--- config.mk ---
export PLATFORM = sky130hd
export DESIGN_NAME = datapath_sequencer
export DESIGN_NICKNAME = d
export VERILOG_FILES = /design/src/rtl/dp_seq_pkg.sv /design/src/rtl/datapath_sequencer_instr_reg.sv /design/src/rtl/datapath_sequencer.sv
export SDC_FILE = /design/constraint.sdc
export NUM_CORES = 1
export LEC_CHECK = 0
export BUFFER_PORTS_ARGS = -buffer_cell sky130_fd_sc_hd__buf_2
export CELL_PAD_IN_SITES_DETAIL_PLACEMENT = 1
export CELL_PAD_IN_SITES_GLOBAL_PLACEMENT = 1
export CORE_UTILIZATION = 39
export DETAILED_ROUTE_END_ITERATION = 6
export PLACE_DENSITY_LB_ADDON = 0.1
export SLEW_MARGIN = 20
export SYNTH_ARGS = -nofsm -noshare
export SYNTH_HDL_FRONTEND = slang
export SYNTH_HIERARCHICAL = 1
export SYNTH_SLANG_ARGS = --single-unit
--- constraint.sdc ---
create_clock -name clk -period 2.7 [get_ports clk]
set_input_delay 0.54 -clock clk [delete_from_list [all_inputs] [get_ports clk]]
set_output_delay 0.54 -clock clk [all_outputs]
set_load 0.05 [all_outputs]
--- src/rtl/dp_seq_pkg.sv ---
// Shared definitions for the datapath sequencer: FSM states, ULA opcodes
// and the default field widths of the register-file / MUX2_1 / ULA datapath.
package dp_seq_pkg;

  localparam int DEF_DATA_W = 8;
  localparam int DEF_ADDR_W = 3;
  localparam int DEF_OP_W   = 3;
  localparam int DEF_CNT_W  = 16;

  typedef enum logic [2:0] {
    ST_IDLE  = 3'd0,
    ST_READ  = 3'd1,
    ST_EXEC  = 3'd2,
    ST_WRITE = 3'd3,
    ST_DONE  = 3'd4
  } state_t;

  localparam logic [DEF_OP_W-1:0] OP_AND = 3'b000;
  localparam logic [DEF_OP_W-1:0] OP_OR  = 3'b001;
  localparam logic [DEF_OP_W-1:0] OP_ADD = 3'b010;
  localparam logic [DEF_OP_W-1:0] OP_SUB = 3'b110;
  localparam logic [DEF_OP_W-1:0] OP_SLT = 3'b111;

endpackage

--- src/rtl/datapath_sequencer_instr_reg.sv ---
// Instruction latch: captures the instruction fields on the accept edge and
// holds them for the whole instruction, so the source may change its fields
// freely once the handshake has completed.
module seq_instr_reg
  import dp_seq_pkg::*;
#(
  parameter int DATA_W = DEF_DATA_W,
  parameter int ADDR_W = DEF_ADDR_W,
  parameter int OP_W   = DEF_OP_W
) (
  input  logic              clk,
  input  logic              rst_n,
  input  logic              accept,
  input  logic [OP_W-1:0]   op,
  input  logic [ADDR_W-1:0] dst,
  input  logic [ADDR_W-1:0] srca,
  input  logic [ADDR_W-1:0] srcb,
  input  logic              imm_sel,
  input  logic [DATA_W-1:0] imm,
  input  logic              wb,
  output logic [OP_W-1:0]   q_op,
  output logic [ADDR_W-1:0] q_dst,
  output logic [ADDR_W-1:0] q_srca,
  output logic [ADDR_W-1:0] q_srcb,
  output logic              q_imm_sel,
  output logic [DATA_W-1:0] q_imm,
  output logic              q_wb
);

  // Load all fields on accept; cleared by reset so idle outputs read as zero
  always_ff @(posedge clk or negedge rst_n) begin
    if (!rst_n) begin
      q_op      <= '0;
      q_dst     <= '0;
      q_srca    <= '0;
      q_srcb    <= '0;
      q_imm_sel <= 1'b0;
      q_imm     <= '0;
      q_wb      <= 1'b0;
    end else if (accept) begin
      q_op      <= op;
      q_dst     <= dst;
      q_srca    <= srca;
      q_srcb    <= srcb;
      q_imm_sel <= imm_sel;
      q_imm     <= imm;
      q_wb      <= wb;
    end
  end

endmodule

--- src/rtl/datapath_sequencer.sv ---
// Multi-cycle controller for the register-file / MUX2_1 / ULA datapath.
// One instruction at a time: IDLE -> READ -> EXEC -> [WRITE] -> DONE, or
// IDLE -> DONE when a skip-if-zero instruction finds the flag set.
module datapath_sequencer
  import dp_seq_pkg::*;
#(
  parameter int DATA_W = DEF_DATA_W,
  parameter int ADDR_W = DEF_ADDR_W,
  parameter int OP_W   = DEF_OP_W,
  parameter int CNT_W  = DEF_CNT_W
) (
  input  logic              clk,
  input  logic              rst_n,
  input  logic              instr_valid,
  output logic              instr_ready,
  input  logic [OP_W-1:0]   instr_op,
  input  logic [ADDR_W-1:0] instr_dst,
  input  logic [ADDR_W-1:0] instr_srca,
  input  logic [ADDR_W-1:0] instr_srcb,
  input  logic              instr_imm_sel,
  input  logic [DATA_W-1:0] instr_imm,
  input  logic              instr_wb,
  input  logic              instr_skipz,
  output logic [ADDR_W-1:0] rf_ra1,
  output logic [ADDR_W-1:0] rf_ra2,
  output logic [ADDR_W-1:0] rf_wa3,
  output logic              rf_we3,
  output logic [DATA_W-1:0] rf_wd3,
  output logic              mux_sel,
  output logic [DATA_W-1:0] imm_out,
  output logic [OP_W-1:0]   alu_ctrl,
  input  logic [DATA_W-1:0] alu_result,
  input  logic              alu_flagz,
  output logic              busy,
  output logic              done,
  output logic              done_skipped,
  output logic [DATA_W-1:0] result,
  output logic              flag_z,
  output logic [CNT_W-1:0]  instr_count
);

  state_t state;
  logic   accept;
  logic   lat_wb;

  assign accept = instr_valid & instr_ready;

  // Operand addresses, mux select, constant and opcode come straight from the
  // latch, so they are stable from READ through DONE and hold afterwards.
  seq_instr_reg #(
    .DATA_W (DATA_W),
    .ADDR_W (ADDR_W),
    .OP_W   (OP_W)
  ) u_instr_reg (
    .clk       (clk),
    .rst_n     (rst_n),
    .accept    (accept),
    .op        (instr_op),
    .dst       (instr_dst),
    .srca      (instr_srca),
    .srcb      (instr_srcb),
    .imm_sel   (instr_imm_sel),
    .imm       (instr_imm),
    .wb        (instr_wb),
    .q_op      (alu_ctrl),
    .q_dst     (rf_wa3),
    .q_srca    (rf_ra1),
    .q_srcb    (rf_ra2),
    .q_imm_sel (mux_sel),
    .q_imm     (imm_out),
    .q_wb      (lat_wb)
  );

  // Write-back data is the captured result, already stable when WRITE begins
  assign rf_wd3 = result;

  // Sequencer FSM with registered handshake/strobe outputs, result capture and counter
  always_ff @(posedge clk or negedge rst_n) begin
    if (!rst_n) begin
      state        <= ST_IDLE;
      instr_ready  <= 1'b1;
      busy         <= 1'b0;
      done         <= 1'b0;
      done_skipped <= 1'b0;
      rf_we3       <= 1'b0;
      result       <= '0;
      flag_z       <= 1'b0;
      instr_count  <= '0;
    end else begin
      done         <= 1'b0;
      done_skipped <= 1'b0;
      rf_we3       <= 1'b0;
      case (state)
        ST_IDLE: begin
          if (accept) begin
            instr_ready <= 1'b0;
            busy        <= 1'b1;
            // Skip decision uses the flag captured by the previous instruction
            if (instr_skipz && flag_z) begin
              state        <= ST_DONE;
              done         <= 1'b1;
              done_skipped <= 1'b1;
            end else begin
              state <= ST_READ;
            end
          end
        end
        ST_READ: begin
          state <= ST_EXEC;
        end
        ST_EXEC: begin
          result      <= alu_result;
          flag_z      <= alu_flagz;
          instr_count <= instr_count + CNT_W'(1);
          if (lat_wb) begin
            state  <= ST_WRITE;
            rf_we3 <= 1'b1;
          end else begin
            state <= ST_DONE;
            done  <= 1'b1;
          end
        end
        ST_WRITE: begin
          state <= ST_DONE;
          done  <= 1'b1;
        end
        ST_DONE: begin
          state       <= ST_IDLE;
          instr_ready <= 1'b1;
          busy        <= 1'b0;
        end
        default: begin
          state       <= ST_IDLE;
          instr_ready <= 1'b1;
          busy        <= 1'b0;
        end
      endcase
    end
  end

endmodule

==> run metrics <==
hpwl dp=between 3000 and 4000 um; Worst-Margin Slew=roughly 0.70 ns; post-DR vias/cell=~4.7; outcome=finished clean; Starting Density=0.4090; GRT Util Overall=0.1708; IO Port Bufs=between 90 and 100; most frequent cells in the layout=buf_2, dfrtp_1, nand2_1, mux2_2, xnor2_1; Final Non-Filler Cells=between 300 and 400; crit share post-route=0.7508; Die Width=78.46 um; Setup violations, final=0; largest net degree at the start of global routing=30; sequential cell area fraction in the yosys report=0.6043; Synthesized Nets=222; # hold bufs at CTS=0; Reg clk slew, reported paths=about 0.10 ns; fmax=between 400 and 500 MHz; CTS resizes=0; placed cell count=around 340; Syn Std Cell Area=~2300 um^2; setup TNS after final layout=0 ns; Hold Fails Final Rpt=0; Area Overhead vs Synth=26.62%; Clock Sinks=55; Max Cap Viol=0; yosys warns=6; deepest clock path buffer count=2; Core Area=5574 um^2; crit path DAT=approximately 2.2 ns; WL per Instance=~14 um; initial antenna violation count=0; power per cell area=~1400 nW/um^2; Distinct cells, synth=28; commonest non-fill, non-tap cell in the layout=buf_2; first-pass GRT wire length=8066 um; Top Ports=between 90 and 100; Pre-antenna DRT Iters=4; #FFs+latches synth=between 50 and 60; total die area=6155 um^2; Max H-tree Level=2; Iter 0 DRT Violations=69; worst vdd ir=about 760 uV; Remaining DRCs=0; GR Overflow Total=0; Period minus WS final=~2.0 ns; worst skew pair latency=about 0.31 ns; Final Util=0.5178; Worst slew margin=0.5350; FFs w/ async S/R, synth=1.000; R2R depth=4; critical path type=flip-flop to flip-flop; Routed Antenna Nets=0; Chip Height=between 70 and 80 um; CTS root buffer=clkbuf_8; Fillers=about 640; Primary FF master, synth=dfrtp_1; total routed wirelength=between 4000 and 5000 um; number of synthesized flops with an enable pin=0; CP max FO=17; Final Net Count=310; CTS tree=built; Layout Skew=slightly above 0.01 ns; startpoint types=flip-flop; Area after DPL=between 2000 and 3000 um^2; RSZ-0062 raised after global routing=false; Post-Syn Instances=186; Hold Path Class=primary input to asynchronous set/reset pin; vias in the first global route=between 1500 and 2000; syn_area_per_cell=12.26 um^2; share of cells above drive strength 1=0.4727; WP data required=approximately 2.9 ns; Slew Limit Fails=0; Crit. End Element=flip-flop; ANT cells=0; Leak=roughly 1.5 nW; post-route design area=between 2000 and 3000 um^2; GPL Wtd Cong=0.7000; Post-CTS Setup Inserts=0; row count=27; Num CTS Buffers=5; vias=roughly 1600
==> cells by family (layout without fill, tap and decap cells) <==
| logic type | count (synthesis) | in the layout | share of synthesized area |
|---|---|---|---|
| AO/OA/AOI/OAI | 7 | 7 | 0.01756 |
| XOR/XNOR | 15 | 15 | 0.05763 |
| multiplexers | 22 | 22 | 0.1087 |
| buffers and inverters | 18 | 107 | 0.05763 |
| adder cells (fa/ha/maj) | 1 | 1 | 0.005488 |
| flip-flops | 55 | 55 | 0.6043 |
| AND/OR/NAND/NOR | 68 | 68 | 0.1487 |
==> report_power, final <==
group	switching, mW	leakage, nW	internal, mW
Sequential	0.209	0.694	1.13
Clock	0.274	0.0644	0.370
Combinational	1.59	0.767	0.523
Total	2.08	1.53	2.02
==> per-layer routing <==
metal | vias to the layer above | wire, um | GRT usage
li1 | 777 | - | -
met1 | 801 | 2173 | 0.2217
met2 | 63 | 2333 | 0.2798
met3 | 4 | 325 | 0.04186
met4 | 0 | 38 | 0.05556
met5 | - | 0 | 0
==> final timing paths <==
| path | start | to | slack (ns) |
|---|---|---|---|
| max in group asynchronous | rst_n | instr_ready | 1.81 |
| worst max-delay path | state[2] | instr_count[11] | 0.67 |
| worst min-delay path | rst_n | u_instr_reg/q_op[0] | 0.23 |
| worst max register to register | state[2] | instr_count[11] | 0.67 |
| min in group clk | alu_flagz | flag_z | 0.41 |
| worst min register to register | instr_count[15] | instr_count[15] | 0.47 |
==> state kept, by name, summed over array words and instances (netlist names), 3 cells and up <==
name / count
state: 3
u_instr_reg/q_srcb: 3
instr_count: 16
u_instr_reg/q_op: 3
result: 8
u_instr_reg/q_imm: 8
u_instr_reg/q_dst: 3
u_instr_reg/q_srca: 3
==> synthesized netlist by cell type (all sizes together), types with 2 or more instances <==
master	count	area [um^2]
dfrtp	54	1351
mux2	22	247.7
clkbuf	2	7.510
nand4	3	18.77
buf	13	112.6
nor3	4	25.02
nand3	7	35.03
nor4	2	42.54
a21oi	4	20.02
nor2	8	30.03
inv	3	11.26
nand2	37	138.9
xor2	4	35.03
xnor2	11	96.34
==> critical path, cell delays in order, from the launching register on <==
cell	delay, ns
dfrtp_1	0.48
or3b_1	0.69
nor4_4	0.47
nand3_1	0.14
xnor2_1	0.14
==> cell type report <==
type / count / area [um^2] / share of cell area
flip-flops and latches: 55 / 1378 / 0.4772
multi-input cells: 113 / 770.7 / 0.2670
repair buffers: 96 / 500.5 / 0.1734
well taps: 72 / 90.09 / 0.03121
clock buffers: 5 / 68.82 / 0.02384
clock inverters: 3 / 67.56 / 0.02341
inverters: 3 / 11.26 / 0.003901
==> per-stage QoR <==
step	hold slack [ns]	setup slack (ns)	power, mW
floorplan	0.2444	0.9053	3.094
global placement	0.4565	0.7242	3.456
detailed placement	0.4577	0.6398	3.504
CTS	0.2424	0.6438	4.161
global route	0.2555	0.5678	4.310
finish	0.2327	0.6730	4.099
Power figures use the tool's default switching activity.
